===== src/rtl/enigma_pkg.sv =====
// Shared types and constants for the cipher output path: letter width,
// ASCII mapping constants and the UART transmitter state encoding.
package enigma_pkg;

    localparam int          LETTER_W      = 6;
    localparam int          NUM_LETTERS   = 26;
    localparam logic [7:0]  ASCII_A       = 8'h41;
    localparam logic [7:0]  ASCII_UNKNOWN = 8'h3F;

    typedef enum logic [1:0] {
        IDLE  = 2'd0,
        START = 2'd1,
        DATA  = 2'd2,
        STOP  = 2'd3
    } tx_state_t;

    // Indices outside A..Z print as '?' so a corrupted index is visible on the terminal.
    function automatic logic [7:0] letter_to_ascii(input logic [LETTER_W-1:0] idx);
        if (idx < LETTER_W'(NUM_LETTERS))
            return ASCII_A + 8'(idx);
        else
            return ASCII_UNKNOWN;
    endfunction

endpackage


===== src/rtl/uart_letter_tx_if.sv =====
// Letter handshake between the mapping stage (master) and the UART output stage (slave).
interface uart_letter_tx_if;
    import enigma_pkg::*;

    logic [LETTER_W-1:0] letter_in;
    logic                letter_valid;
    logic                letter_ready;

    modport master (output letter_in, output letter_valid, input  letter_ready);
    modport slave  (input  letter_in, input  letter_valid, output letter_ready);

endinterface


===== src/rtl/uart_letter_tx_fifo.sv =====
// Small synchronous byte FIFO with occupancy count; head is readable without a pop
// so the transmitter can load its shift register on the same edge it pops.
module sync_fifo #(
    parameter int WIDTH = 8,
    parameter int DEPTH = 16
) (
    input  logic                     clk,
    input  logic                     rst_n,
    input  logic                     push,
    input  logic [WIDTH-1:0]         din,
    input  logic                     pop,
    output logic [WIDTH-1:0]         dout,
    output logic                     full,
    output logic                     empty,
    output logic [$clog2(DEPTH):0]   count
);
    localparam int PTR_W = $clog2(DEPTH);
    localparam int CNT_W = PTR_W + 1;

    logic [WIDTH-1:0] mem [DEPTH];
    logic [PTR_W-1:0] wr_ptr_reg;
    logic [PTR_W-1:0] rd_ptr_reg;
    logic [CNT_W-1:0] count_reg;
    logic             push_ok;
    logic             pop_ok;

    assign full    = (count_reg == CNT_W'(DEPTH));
    assign empty   = (count_reg == '0);
    assign push_ok = push && !full;
    assign pop_ok  = pop && !empty;
    assign dout    = mem[rd_ptr_reg];
    assign count   = count_reg;

    always_ff @(posedge clk) begin
        if (push_ok)
            mem[wr_ptr_reg] <= din;
    end

    // Pointers are PTR_W bits wide, so wrap modulo DEPTH happens naturally.
    always_ff @(posedge clk or negedge rst_n) begin
        if (!rst_n) begin
            wr_ptr_reg <= '0;
            rd_ptr_reg <= '0;
            count_reg  <= '0;
        end else begin
            if (push_ok)
                wr_ptr_reg <= wr_ptr_reg + 1'b1;
            if (pop_ok)
                rd_ptr_reg <= rd_ptr_reg + 1'b1;
            case ({push_ok, pop_ok})
                2'b10:   count_reg <= count_reg + 1'b1;
                2'b01:   count_reg <= count_reg - 1'b1;
                default: count_reg <= count_reg;
            endcase
        end
    end

endmodule


===== src/rtl/uart_letter_tx.sv =====
// Cipher output stage: maps letter indices to ASCII, buffers them and sends each
// byte as an 8N1 UART frame, LSB first, with back-to-back frames when data waits.
module uart_letter_tx
    import enigma_pkg::*;
#(
    parameter int CLK_FREQ     = 100_000_000,
    parameter int BAUD         = 9600,
    parameter int CLKS_PER_BIT = CLK_FREQ / BAUD,
    parameter int FIFO_DEPTH   = 16
) (
    input  logic                          clk,
    input  logic                          rst_n,
    uart_letter_tx_if.slave               lif,
    output logic                          txd,
    output logic                          tx_busy,
    output logic [$clog2(FIFO_DEPTH):0]   fifo_count,
    output logic                          overflow
);
    localparam int BAUD_W = $clog2(CLKS_PER_BIT);

    logic             fifo_full;
    logic             fifo_empty;
    logic [7:0]       fifo_dout;
    logic             push;
    logic             pop;
    logic             overflow_reg;

    tx_state_t        state_reg,  state_next;
    logic [BAUD_W-1:0] baud_reg,  baud_next;
    logic [2:0]       bit_reg,    bit_next;
    logic [7:0]       shift_reg,  shift_next;
    logic             txd_reg,    txd_next;
    logic             baud_last;

    assign lif.letter_ready = !fifo_full;
    assign push             = lif.letter_valid && !fifo_full;

    sync_fifo #(
        .WIDTH (8),
        .DEPTH (FIFO_DEPTH)
    ) u_fifo (
        .clk   (clk),
        .rst_n (rst_n),
        .push  (push),
        .din   (letter_to_ascii(lif.letter_in)),
        .pop   (pop),
        .dout  (fifo_dout),
        .full  (fifo_full),
        .empty (fifo_empty),
        .count (fifo_count)
    );

    always_ff @(posedge clk or negedge rst_n) begin
        if (!rst_n)
            overflow_reg <= 1'b0;
        else if (lif.letter_valid && fifo_full)
            overflow_reg <= 1'b1;
    end
    assign overflow = overflow_reg;

    always_ff @(posedge clk or negedge rst_n) begin
        if (!rst_n) begin
            state_reg <= IDLE;
            baud_reg  <= '0;
            bit_reg   <= '0;
            shift_reg <= '0;
            txd_reg   <= 1'b1;
        end else begin
            state_reg <= state_next;
            baud_reg  <= baud_next;
            bit_reg   <= bit_next;
            shift_reg <= shift_next;
            txd_reg   <= txd_next;
        end
    end

    assign baud_last = (baud_reg == BAUD_W'(CLKS_PER_BIT - 1));

    always_comb begin
        state_next = state_reg;
        baud_next  = baud_reg;
        bit_next   = bit_reg;
        shift_next = shift_reg;
        case (state_reg)
            IDLE: begin
                if (pop) begin
                    shift_next = fifo_dout;
                    baud_next  = '0;
                    state_next = START;
                end
            end
            START: begin
                if (baud_last) begin
                    baud_next  = '0;
                    bit_next   = '0;
                    state_next = DATA;
                end else begin
                    baud_next  = baud_reg + 1'b1;
                end
            end
            DATA: begin
                if (baud_last) begin
                    baud_next  = '0;
                    shift_next = {1'b0, shift_reg[7:1]};
                    bit_next   = bit_reg + 1'b1;
                    if (bit_reg == 3'd7)
                        state_next = STOP;
                end else begin
                    baud_next  = baud_reg + 1'b1;
                end
            end
            STOP: begin
                if (baud_last) begin
                    baud_next = '0;
                    if (pop) begin
                        shift_next = fifo_dout;
                        state_next = START;
                    end else begin
                        state_next = IDLE;
                    end
                end else begin
                    baud_next = baud_reg + 1'b1;
                end
            end
            default: state_next = IDLE;
        endcase
        // Line level is decided from the upcoming state so txd comes straight off a flop.
        case (state_next)
            START:   txd_next = 1'b0;
            DATA:    txd_next = shift_next[0];
            default: txd_next = 1'b1;
        endcase
    end

    always_comb begin
        pop     = 1'b0;
        tx_busy = (state_reg != IDLE);
        if (!fifo_empty) begin
            if (state_reg == IDLE)
                pop = 1'b1;
            else if (state_reg == STOP && baud_last)
                pop = 1'b1;
        end
    end

    assign txd = txd_reg;

endmodule


===== src/flat_wrapper.sv =====
// flat-port wrapper written by rule: the top's interface ports become plain ports
module uart_letter_tx_flat import enigma_pkg::*;
#(
    parameter int CLK_FREQ     = 100_000_000,
    parameter int BAUD         = 9600,
    parameter int CLKS_PER_BIT = CLK_FREQ / BAUD,
    parameter int FIFO_DEPTH   = 16
)
  (clk, rst_n, txd, tx_busy, fifo_count, overflow, lif_letter_in, lif_letter_valid, lif_letter_ready);
  uart_letter_tx_if lif_i ();
  input  logic clk;
  input  logic rst_n;
  output logic txd;
  output logic tx_busy;
  output logic [$clog2(FIFO_DEPTH):0] fifo_count;
  output logic overflow;
  input wire logic [$bits(lif_i.letter_in)-1:0] lif_letter_in;
  input wire logic [$bits(lif_i.letter_valid)-1:0] lif_letter_valid;
  output wire logic [$bits(lif_i.letter_ready)-1:0] lif_letter_ready;
  assign lif_i.letter_in = lif_letter_in;
  assign lif_i.letter_valid = lif_letter_valid;
  assign lif_letter_ready = lif_i.letter_ready;
  uart_letter_tx #(.CLK_FREQ(CLK_FREQ), .BAUD(BAUD), .CLKS_PER_BIT(CLKS_PER_BIT), .FIFO_DEPTH(FIFO_DEPTH)) u_core (.clk(clk), .rst_n(rst_n), .lif(lif_i), .txd(txd), .tx_busy(tx_busy), .fifo_count(fifo_count), .overflow(overflow));
endmodule

===== config.mk =====
export PLATFORM = sky130hd
export DESIGN_NAME = uart_letter_tx_flat
export DESIGN_NICKNAME = d
export VERILOG_FILES = /design/src/rtl/enigma_pkg.sv /design/src/rtl/uart_letter_tx_if.sv /design/src/rtl/uart_letter_tx_fifo.sv /design/src/rtl/uart_letter_tx.sv /design/src/flat_wrapper.sv
export SDC_FILE = /design/constraint.sdc
export NUM_CORES = 1
export LEC_CHECK = 0
export ABC_CLOCK_PERIOD_IN_PS = 10600
export CAP_MARGIN = 0
export CORE_MARGIN = 3
export CORE_UTILIZATION = 50
export DETAILED_ROUTE_END_ITERATION = 10
export GPL_ROUTABILITY_DRIVEN = 0
export PLACE_DENSITY = 0.77
export SLEW_MARGIN = 20
export SYNTH_ARGS = -nofsm -noshare
export SYNTH_HDL_FRONTEND = slang
export SYNTH_SLANG_ARGS = --single-unit

===== constraint.sdc =====
create_clock -name clk -period 10.6 [get_ports clk]
set_clock_uncertainty 0.2 [all_clocks]
set_input_delay 2.12 -clock clk [delete_from_list [all_inputs] [get_ports clk]]
set_output_delay 2.12 -clock clk [all_outputs]
set_load 0.03 [all_outputs]

==> results.yml, run 1 <==
setup_path:
  critical_path.max_stage_delay_ns: 0.68
  crit_type: "reg2out"
  startpoint_type: "flip-flop"
  crit_slowest_cell: "nor2_1"
  path_delay_family: "buffers and inverters"
  cp_num_buf_inv: 2
  cp-end-kind: "output port"
  cp_cell_sequence: "nor2_1 -> inv_1 -> clkdlybuf4s50_1"
  worst_ep_arrival_time_ns: 2.69
  crit_required_ns: 8.28
  crit_fanout: 27
  rrSetupSlack_ns: 6.69
power_and_ir_drop:
  p_int_mw: 1.452
  leakage_nw: 2.945
  pwr-share-clk: 0.284
  power.density_mw_per_mm2: 251.4
  power_mw: 2.135
  p_comb_frac: 0.277
  p_seq_frac: 0.438
  ir_drop_mv: 0.1493
  switching_share: 0.3199
  switchingPower_mw: 0.6830
run_status:
  outcome: "finished clean"
grt:
  grt_pass1_vias: 4514
  grt_max_degree: 43
  overflow: 0
  grt_usage: 0.1999
  grt_first_pass_wirelength_mm: 24.85
  antenna_found_initial: 0
cells_and_area:
  drive_gt1_frac: 0.1651
  layout.cells.non_filler: 729
  final_nets: 555
  fill_cells: 1093
  n_antenna_cell: 0
  layout-area-overhead-vs-synth_pct: 12.61
  largest_register_ff_count: 128
timing:
  tns_ns: 0
  worstMarginPinSlew_ns: 0.9827
  hold_viol: 0
  rsz0062_at_grt: "false"
  period_needed_ns: 5.009
  slew_headroom: 0.3448
  finalCritPeriodShare: 0.4726
  max_freq_mhz: 199.6
  slew_viol_final: 0
  setup_violations: 0
drt:
  drt_wl_total_mm: 15.17
  dr.pass1.iters: 5
  vias: 4454
  wire_per_inst_um: 20.80
  drtIter0Drc: 510
  ant_nets: 0
  drc: 0
  vias_per_cell: 6.110
yosys:
  async_flop_share: 0.2471
  syn_area_per_cell_um2: 14.88
  ys.flop_type: "edfxtp_1"
  ys_ff_latch: 170
  syn_area_mm2: 0.007542
  synthCells: 507
  seq_area_frac_synth: 0.6491
  synth.distinct_cells: 62
  synth_edf_count: 128
  yosys_warnings: 0
cts:
  cts_resized: 0
  numCtsBuffers: 17
  cts_root_buf: "clkbuf_16"
  clkTransAtPathRegs_ns: 0.06
  clockBufferDepth: 2
  cts_tree: "yes"
  htreeDepth: 4
  ctsHoldBuffers: 0
  clock_latency_ns: 0.44
  post_cts_buffers: 0
  clock-sinks: 170
placement:
  post-place-cells: 697
  hpwl_mm: 9.736
  port-buffer-count: 17
floorplanning:
  core_mm2: 0.01464
  die_x_um: 128.8
  die_y_um: 128.8
  initial_utilization: 0.5150
  std_cell_rows: 44
  fp.dieArea_mm2: 0.01659
  io_pins: 18
job:
  maxCapViolCount: 0
hold_path:
  hp-class: "reg2reg"
[kinds of logic after synthesis]
kind of cell | synth area share
DFF | 0.6491
muxes | 0.1193
other | 0.0004972
buffers and inverters | 0.02405
and+or+nand+nor | 0.08311
AOI/OAI and AO/OA | 0.07747
xor gates and xnor gates | 0.02090
adders and majority gates | 0.02555
[metrics by stage]
step | hold slack [ns] | util | setup slack (ns) | area (um^2)
2_1_floorplan | 0.2760 | - | 6.381 | 7599
4_1_cts | 0.2826 | 0.5784 | 5.575 | 8471
3_3_place_gp | 0.2511 | 0.5388 | 5.772 | 7890
5_1_grt | 0.3022 | 0.5800 | 5.388 | 8493
6_report | 0.2713 | 0.5800 | 5.591 | 8493
3_5_place_dp | 0.2685 | 0.5391 | 5.712 | 7895
[area by class of cell]
type,count,area [um^2],area share
clock inverters,12,138.9,0.01635
inverters,11,41.29,0.004862
multi-input cells,311,2552,0.3005
clock buffers,20,436.7,0.05141
flip-flops and latches,170,4896,0.5765
repair buffers,21,197.7,0.02328
well taps,184,230.2,0.02711
[metal layers]
layer  vias up  global-route usage  wire length (um)
li1       1996                   -                 -
met1      2252              0.2684              6327
met2       177              0.3137              7505
met3        29             0.05812               991
met4         0             0.07412               340
met5         -                   0                 0
[power by group through the flow]
stage,Sequential (mW),Combinational (mW),Clock [mW]
final,0.936,0.592,0.607
after global routing,0.949,0.647,0.646
after CTS,0.932,0.597,0.616
after detailed placement,0.943,0.590,0
after global placement,0.934,0.573,0
after floorplan,0.901,0.454,0
[cell usage in the layout (no fill, tap or decap), types with 6 or more instances in the layout]
cell	n
dfrtp_1	41
a211oi_1	6
o21ai_0	33
conb_1	16
edfxtp_1	128
a21o_1	6
clkdlybuf4s50_1	16
xnor2_1	11
nand3_1	9
nor2_1	27
inv_1	11
clkbuf_16	17
xor2_1	7
mux4_2	38
ha_1	13
nor3_1	11
a21oi_1	15
nand2_1	45
[worst paths after layout]
check / cells past startpoint / startpoint / to
setup / recovery: 3 / u_core.state_reg[0] / tx_busy
hold / removal: 1 / u_core.overflow / u_core.overflow
setup reg to reg: 10 / u_core.u_fifo.count[0] / u_core.u_fifo.count[4]
hold reg to reg: 1 / u_core.overflow / u_core.overflow
max in group asynchronous: 1 / rst_n / u_core.u_fifo.count[2]
min in group asynchronous: 1 / rst_n / u_core.baud_reg[13]
[cell usage after synthesis (all sizes together) (2+ instances only)]
master	instances	area share
xor2	7	0.0081
nor4	2	0.0017
mux4	38	0.11
nand4	5	0.0041
a22o	3	0.0035
nand2b	4	0.0033
and3	5	0.0041
nand3	9	0.0060
xnor2	11	0.013
mux2	3	0.0045
and2	3	0.0027
o21ai	33	0.022
a311oi	2	0.0023
inv	11	0.0055
clkbuf	17	0.0085
edfxtp	128	0.51
a31oi	4	0.0033
or2	3	0.0025
a31o	2	0.0023
o31ai	3	0.0048
a22oi	2	0.0020
or3	2	0.0017
a21oi	15	0.010
or4	3	0.0037
buf	13	0.010
a21o	6	0.0060
ha	13	0.022
o211ai	4	0.0040
a211oi	6	0.0060
nand2	45	0.022
dfrtp	41	0.14
nor3	16	0.011
nor2	27	0.013
Note: power is estimated with default switching activity, not from simulation.
==> inputs of run 2 (changes only) <==
- ABC_CLOCK_PERIOD_IN_PS: 10600 -> 5200
- clock period: 10.6 -> 5.2 ns (I/O delays scaled with it)
==> run 2 against run 1 <==
Clock-buffer cell count is 3 lower. Non-clock buffer count is 7 higher. Die area stayed put. Design area is 0.49% higher. Global-route usage is 0.27 points higher. Worst hold slack better by 0.00087 ns. Utilization is 0.28 points higher. Sequential power is 100% higher. First-iteration DRC count is 16% lower. Clock power is 110% higher. Routed wire length is 2.1% higher. Critical path type unchanged.
==> results.yml, run 2 (synthesized netlist as in run 1, its figures left out) <==
cts:
  clock-sinks: 170
  clkTransAtPathRegs_ns: 0.06
  clock_latency_ns: 0.42
  cts_resized: 0
  htreeDepth: 4
  post_cts_buffers: 0
  numCtsBuffers: 17
  cts_root_buf: "clkbuf_16"
  clockBufferDepth: 2
  ctsHoldBuffers: 0
  cts_tree: "yes"
setup_path:
  crit_type: "reg2out"
  startpoint_type: "flip-flop"
  worstRegToRegCells: 10
  crit_fanout: 21
  worst_ep_arrival_time_ns: 2.75
  crit_slowest_cell: "nor2_1"
  path_delay_family: "buffers and inverters"
  critical_path.max_stage_delay_ns: 0.70
  cp-end-kind: "output port"
  cp_cell_sequence: "nor2_1 -> inv_1 -> clkdlybuf4s50_1"
  crit_cells: 3
  cp_num_buf_inv: 2
  crit_required_ns: 3.96
timing:
  setup_slack_ns: 1.214
  setup_violations: 0
  tns_ns: 0
  period_needed_ns: 3.986
  finalCritPeriodShare: 0.7665
  slew_viol_final: 0
  slew_headroom: 0.2360
  worstMarginPinSlew_ns: 1.142
  max_freq_mhz: 250.9
  rsz0062_at_grt: "false"
  hold_viol: 0
power_and_ir_drop:
  leakage_nw: 2.984
  ir_drop_mv: 0.3183
  power_mw: 4.366
  power.density_mw_per_mm2: 511.6
hold_path:
  hold_depth: 1
  hp-class: "reg2reg"
cells_and_area:
  mostFrequentLayoutCells: "edfxtp_1, nand2_1, dfrtp_1"
  drive_gt1_frac: 0.1706
  final_nets: 562
  largest_register_ff_count: 128
  layout-area-overhead-vs-synth_pct: 13.16
  layout_commonest_cell: "edfxtp_1"
  n_antenna_cell: 0
grt:
  grt_first_pass_wirelength_mm: 25.01
  grt_usage: 0.2026
  grt_pass1_vias: 4567
  overflow: 0
  antenna_found_initial: 0
  grt_max_degree: 43
floorplanning:
  std_cell_rows: 44
  fp.dieArea_mm2: 0.01659
  die_y_um: 128.8
  die_x_um: 128.8
  core_mm2: 0.01464
  io_pins: 18
  initial_utilization: 0.5150
run_status:
  outcome: "finished clean"
job:
  maxCapViolCount: 0
placement:
  pre_cts_ws_ns: 1.315
  hpwl_mm: 9.763
  port-buffer-count: 17
drt:
  vias_per_cell: 6.117
  drt_wl_total_mm: 15.49
  ant_nets: 0
  drc: 0
  wire_per_inst_um: 21.07
  dr.pass1.iters: 5
  vias: 4496
  drtIter0Drc: 428
-- run 2: changes by cell type in the layout (fill, tap and decap cells not counted), moves of 2 or more --
| cell | change |
|---|---|
| buf_4 | +6 |
| clkbuf_1 | -3 |
| inv_8 | +2 |
| nor3_1 | +4 |
| nor3_2 | -4 |
-- run 2: final cells by class --
class / count / area [um^2]
clock inverter: 14 / 161.4
fill: 1103 / 6110
sequential: 170 / 4896
multi-input combinational: 311 / 2532
clock buffer: 17 / 425.4
inverter: 11 / 41.29
tap: 184 / 230.2
timing repair buffer: 28 / 247.7
-- run 2: metal layers --
layer  GRT usage  vias up  wire [um]
li1            -     2004          -
met1      0.2652     2304       6369
met2      0.3320      160       7976
met3     0.05023       28        837
met4     0.07412        0        302
met5           0        -          0
-- run 2: metrics by stage --
| stage | cell area, um^2 | hold slack [ns] | util | std cells |
|---|---|---|---|---|
| 5_1_grt | 8534 | 0.2969 | 0.5828 | 735 |
| 3_5_place_dp | 7943 | 0.2648 | 0.5424 | 704 |
| 6_report | 8534 | 0.2722 | 0.5828 | 735 |
| 3_3_place_gp | 7943 | 0.2523 | 0.5424 | 704 |
| 2_1_floorplan | 7599 | 0.2760 | - | 522 |
| 4_1_cts | 8529 | 0.2769 | 0.5825 | 735 |
-- run 2: path summary, 6_finish.rpt --
check	from	to	slack [ns]
max in group asynchronous	rst_n	u_core.u_fifo.count[3]	3.68
worst max register to register	u_core.baud_reg[4]	u_core.u_fifo.count[4]	1.30
worst min-delay path	u_core.overflow	u_core.overflow	0.27
worst max-delay path	u_core.state_reg[1]	tx_busy	1.21
worst min register to register	u_core.overflow	u_core.overflow	0.27
min in group asynchronous	rst_n	u_core.baud_reg[13]	0.55
-- run 2: power breakdown --
group	internal [mW]	total, mW	switching [mW]
Combinational	0.585	1.24	0.656
Clock	0.718	1.25	0.536
Sequential	1.67	1.87	0.197
Total	2.98	4.37	1.39
==> inputs of run 3 (changes only) <==
- ABC_CLOCK_PERIOD_IN_PS: 5200 -> 4000
- clock period: 5.2 -> 4 ns (I/O delays scaled with it)
==> run 3 against run 2 <==
Worst setup slack worse by 0.94 ns. Power is 28% higher. Utilization is 0.56 points higher. Die area stayed put. Non-clock buffer count is 18 higher. Critical path depth is 7 higher. Design area is 0.97% higher. Largest cell class unchanged. Highest routed layer unchanged.
==> results.yml, run 3 (synthesized netlist as in run 1, its figures left out) <==
cts:
  clock_latency_ns: 0.43
  clkTransAtPathRegs_ns: 0.06
  numCtsBuffers: 17
  clock-sinks: 170
  cts_root_buf: "clkbuf_16"
  post_cts_buffers: 0
  cts_tree: "yes"
  htreeDepth: 4
  ctsHoldBuffers: 0
  cts_resized: 0
  clockBufferDepth: 2
hold_path:
  hold_depth: 1
  hp-class: "reg2reg"
  min_from: "u_core.overflow"
  min_to: "u_core.overflow"
run_status:
  outcome: "finished clean"
grt:
  overflow: 0
  grt_max_degree: 43
  antenna_found_initial: 0
  grt_pass1_vias: 4627
  grt_first_pass_wirelength_mm: 25.67
  grt_usage: 0.2074
setup_path:
  startpoint_type: "flip-flop"
  cp_cell_sequence: "or4_1 -> o21ai_0 -> o31ai_4 -> ha_1 -> fa_1 -> a21o_1 -> a21oi_1 -> xor2_1 -> nor2_1 -> xor2_1"
  worst_ep_arrival_time_ns: 3.82
  cp-end-kind: "flip-flop"
  cp_num_buf_inv: 0
  crit_fanout: 9
  rrSetupSlack_ns: 0.27
  rr_endpoint: "u_core.u_fifo.count[4]"
  path_delay_family: "compound AO/OA/AOI/OAI gates"
  cp_common_cell: "xor2_1"
  timing.rr.start: "u_core.u_fifo.count[0]"
  crit_required_ns: 4.10
  crit_slowest_cell: "or4_1"
  crit_type: "reg2reg"
  worstRegToRegCells: 10
  critical_path.max_stage_delay_ns: 0.70
cells_and_area:
  multi_input_area_mm2: 0.002527
  mostFrequentLayoutCells: "edfxtp_1, nand2_1, dfrtp_1"
  fin_area_mm2: 0.008617
  fill_cells: 1099
  regArea_mm2: 0.004896
  layout_commonest_cell: "edfxtp_1"
  n_antenna_cell: 0
  layout.cells.non_filler: 754
  layout-area-overhead-vs-synth_pct: 14.25
  final_nets: 580
  drive_gt1_frac: 0.1965
  largest_register_ff_count: 128
timing:
  setup_slack_ns: 0.2737
  slew_viol_final: 0
  setup_violations: 0
  finalCritPeriodShare: 0.9316
  worstMarginPinSlew_ns: 0.9702
  tns_ns: 0
  rsz0062_at_grt: "false"
  max_freq_mhz: 268.4
  hold_viol: 0
  slew_headroom: 0.3532
  period_needed_ns: 3.726
drt:
  drt_wl_total_mm: 15.91
  ant_nets: 0
  wire_per_inst_um: 21.10
  drc: 0
  vias: 4495
  dr.pass1.iters: 5
  drtIter0Drc: 518
  vias_per_cell: 5.962
placement:
  placed_cell_area_mm2: 0.008078
  port-buffer-count: 17
  hpwl_mm: 10.23
  pre_cts_ws_ns: 0.3681
  post-place-cells: 722
floorplanning:
  std_cell_rows: 44
  initial_utilization: 0.5150
  fp.dieArea_mm2: 0.01659
  die_x_um: 128.8
  core_mm2: 0.01464
  io_pins: 18
  die_y_um: 128.8
power_and_ir_drop:
  power.density_mw_per_mm2: 650.2
  leakage_nw: 3.057
  ir_drop_mv: 0.3965
job:
  maxCapViolCount: 0
## run 3: changes by cell type in the layout (fill, tap and decap cells not counted)
cell / change
nor3_1: +1
buf_4: +18
inv_8: -2
clkinv_1: -1
clkinv_4: -1
clkinv_2: +2
nor3_2: -1
inv_6: +3
bufinv_16: -2
clkbuf_1: +1
clkinvlp_4: +1
## run 3: layer usage
metal	up-vias	part of all wire	GRT usage
met5	-	0	0
met4	0	0.0090	0.05868
met3	19	0.062	0.04774
met2	161	0.53	0.3537
met1	2275	0.40	0.2689
li1	2040	-	-
## run 3: worst max-delay path by stage
| stage | start | cells after the start | to |
|---|---|---|---|
| final | u_core.u_fifo.count[0] | 10 | u_core.u_fifo.count[4] |
| after global routing | u_core.u_fifo.count[0] | 10 | u_core.u_fifo.count[4] |
| after CTS | u_core.u_fifo.count[0] | 10 | u_core.u_fifo.count[4] |
| after detailed placement | u_core.u_fifo.count[0] | 10 | u_core.u_fifo.count[4] |
| after global placement | u_core.baud_reg[4] | 10 | u_core.u_fifo.count[4] |
| after floorplan | u_core.u_fifo.count[0] | 11 | u_core.u_fifo.count[4] |
## run 3: final cells by class
cell class,count,area share
Tap cell,184,0.02672
Clock inverter,14,0.01278
Timing Repair Buffer,46,0.04443
Clock buffer,18,0.04980
Multi-Input combinational cell,311,0.2933
Inverter,11,0.004792
Sequential cell,170,0.5682
## run 3: per-stage QoR
step	power, mW	utilization	hold WS (ns)
after floorplan	3.589	-	0.2760
after global placement	4.051	0.5516	0.2542
after detailed placement	4.128	0.5516	0.2647
after CTS	5.649	0.5884	0.2812
after global routing	5.898	0.5884	0.3091
final	5.603	0.5884	0.2724
## run 3: report_power, final
group	total [mW]	switching, mW	internal, mW
combinational	1.60	0.799	0.802
sequential	2.49	0.316	2.17
clock	1.51	0.705	0.808
total	5.60	1.82	3.78
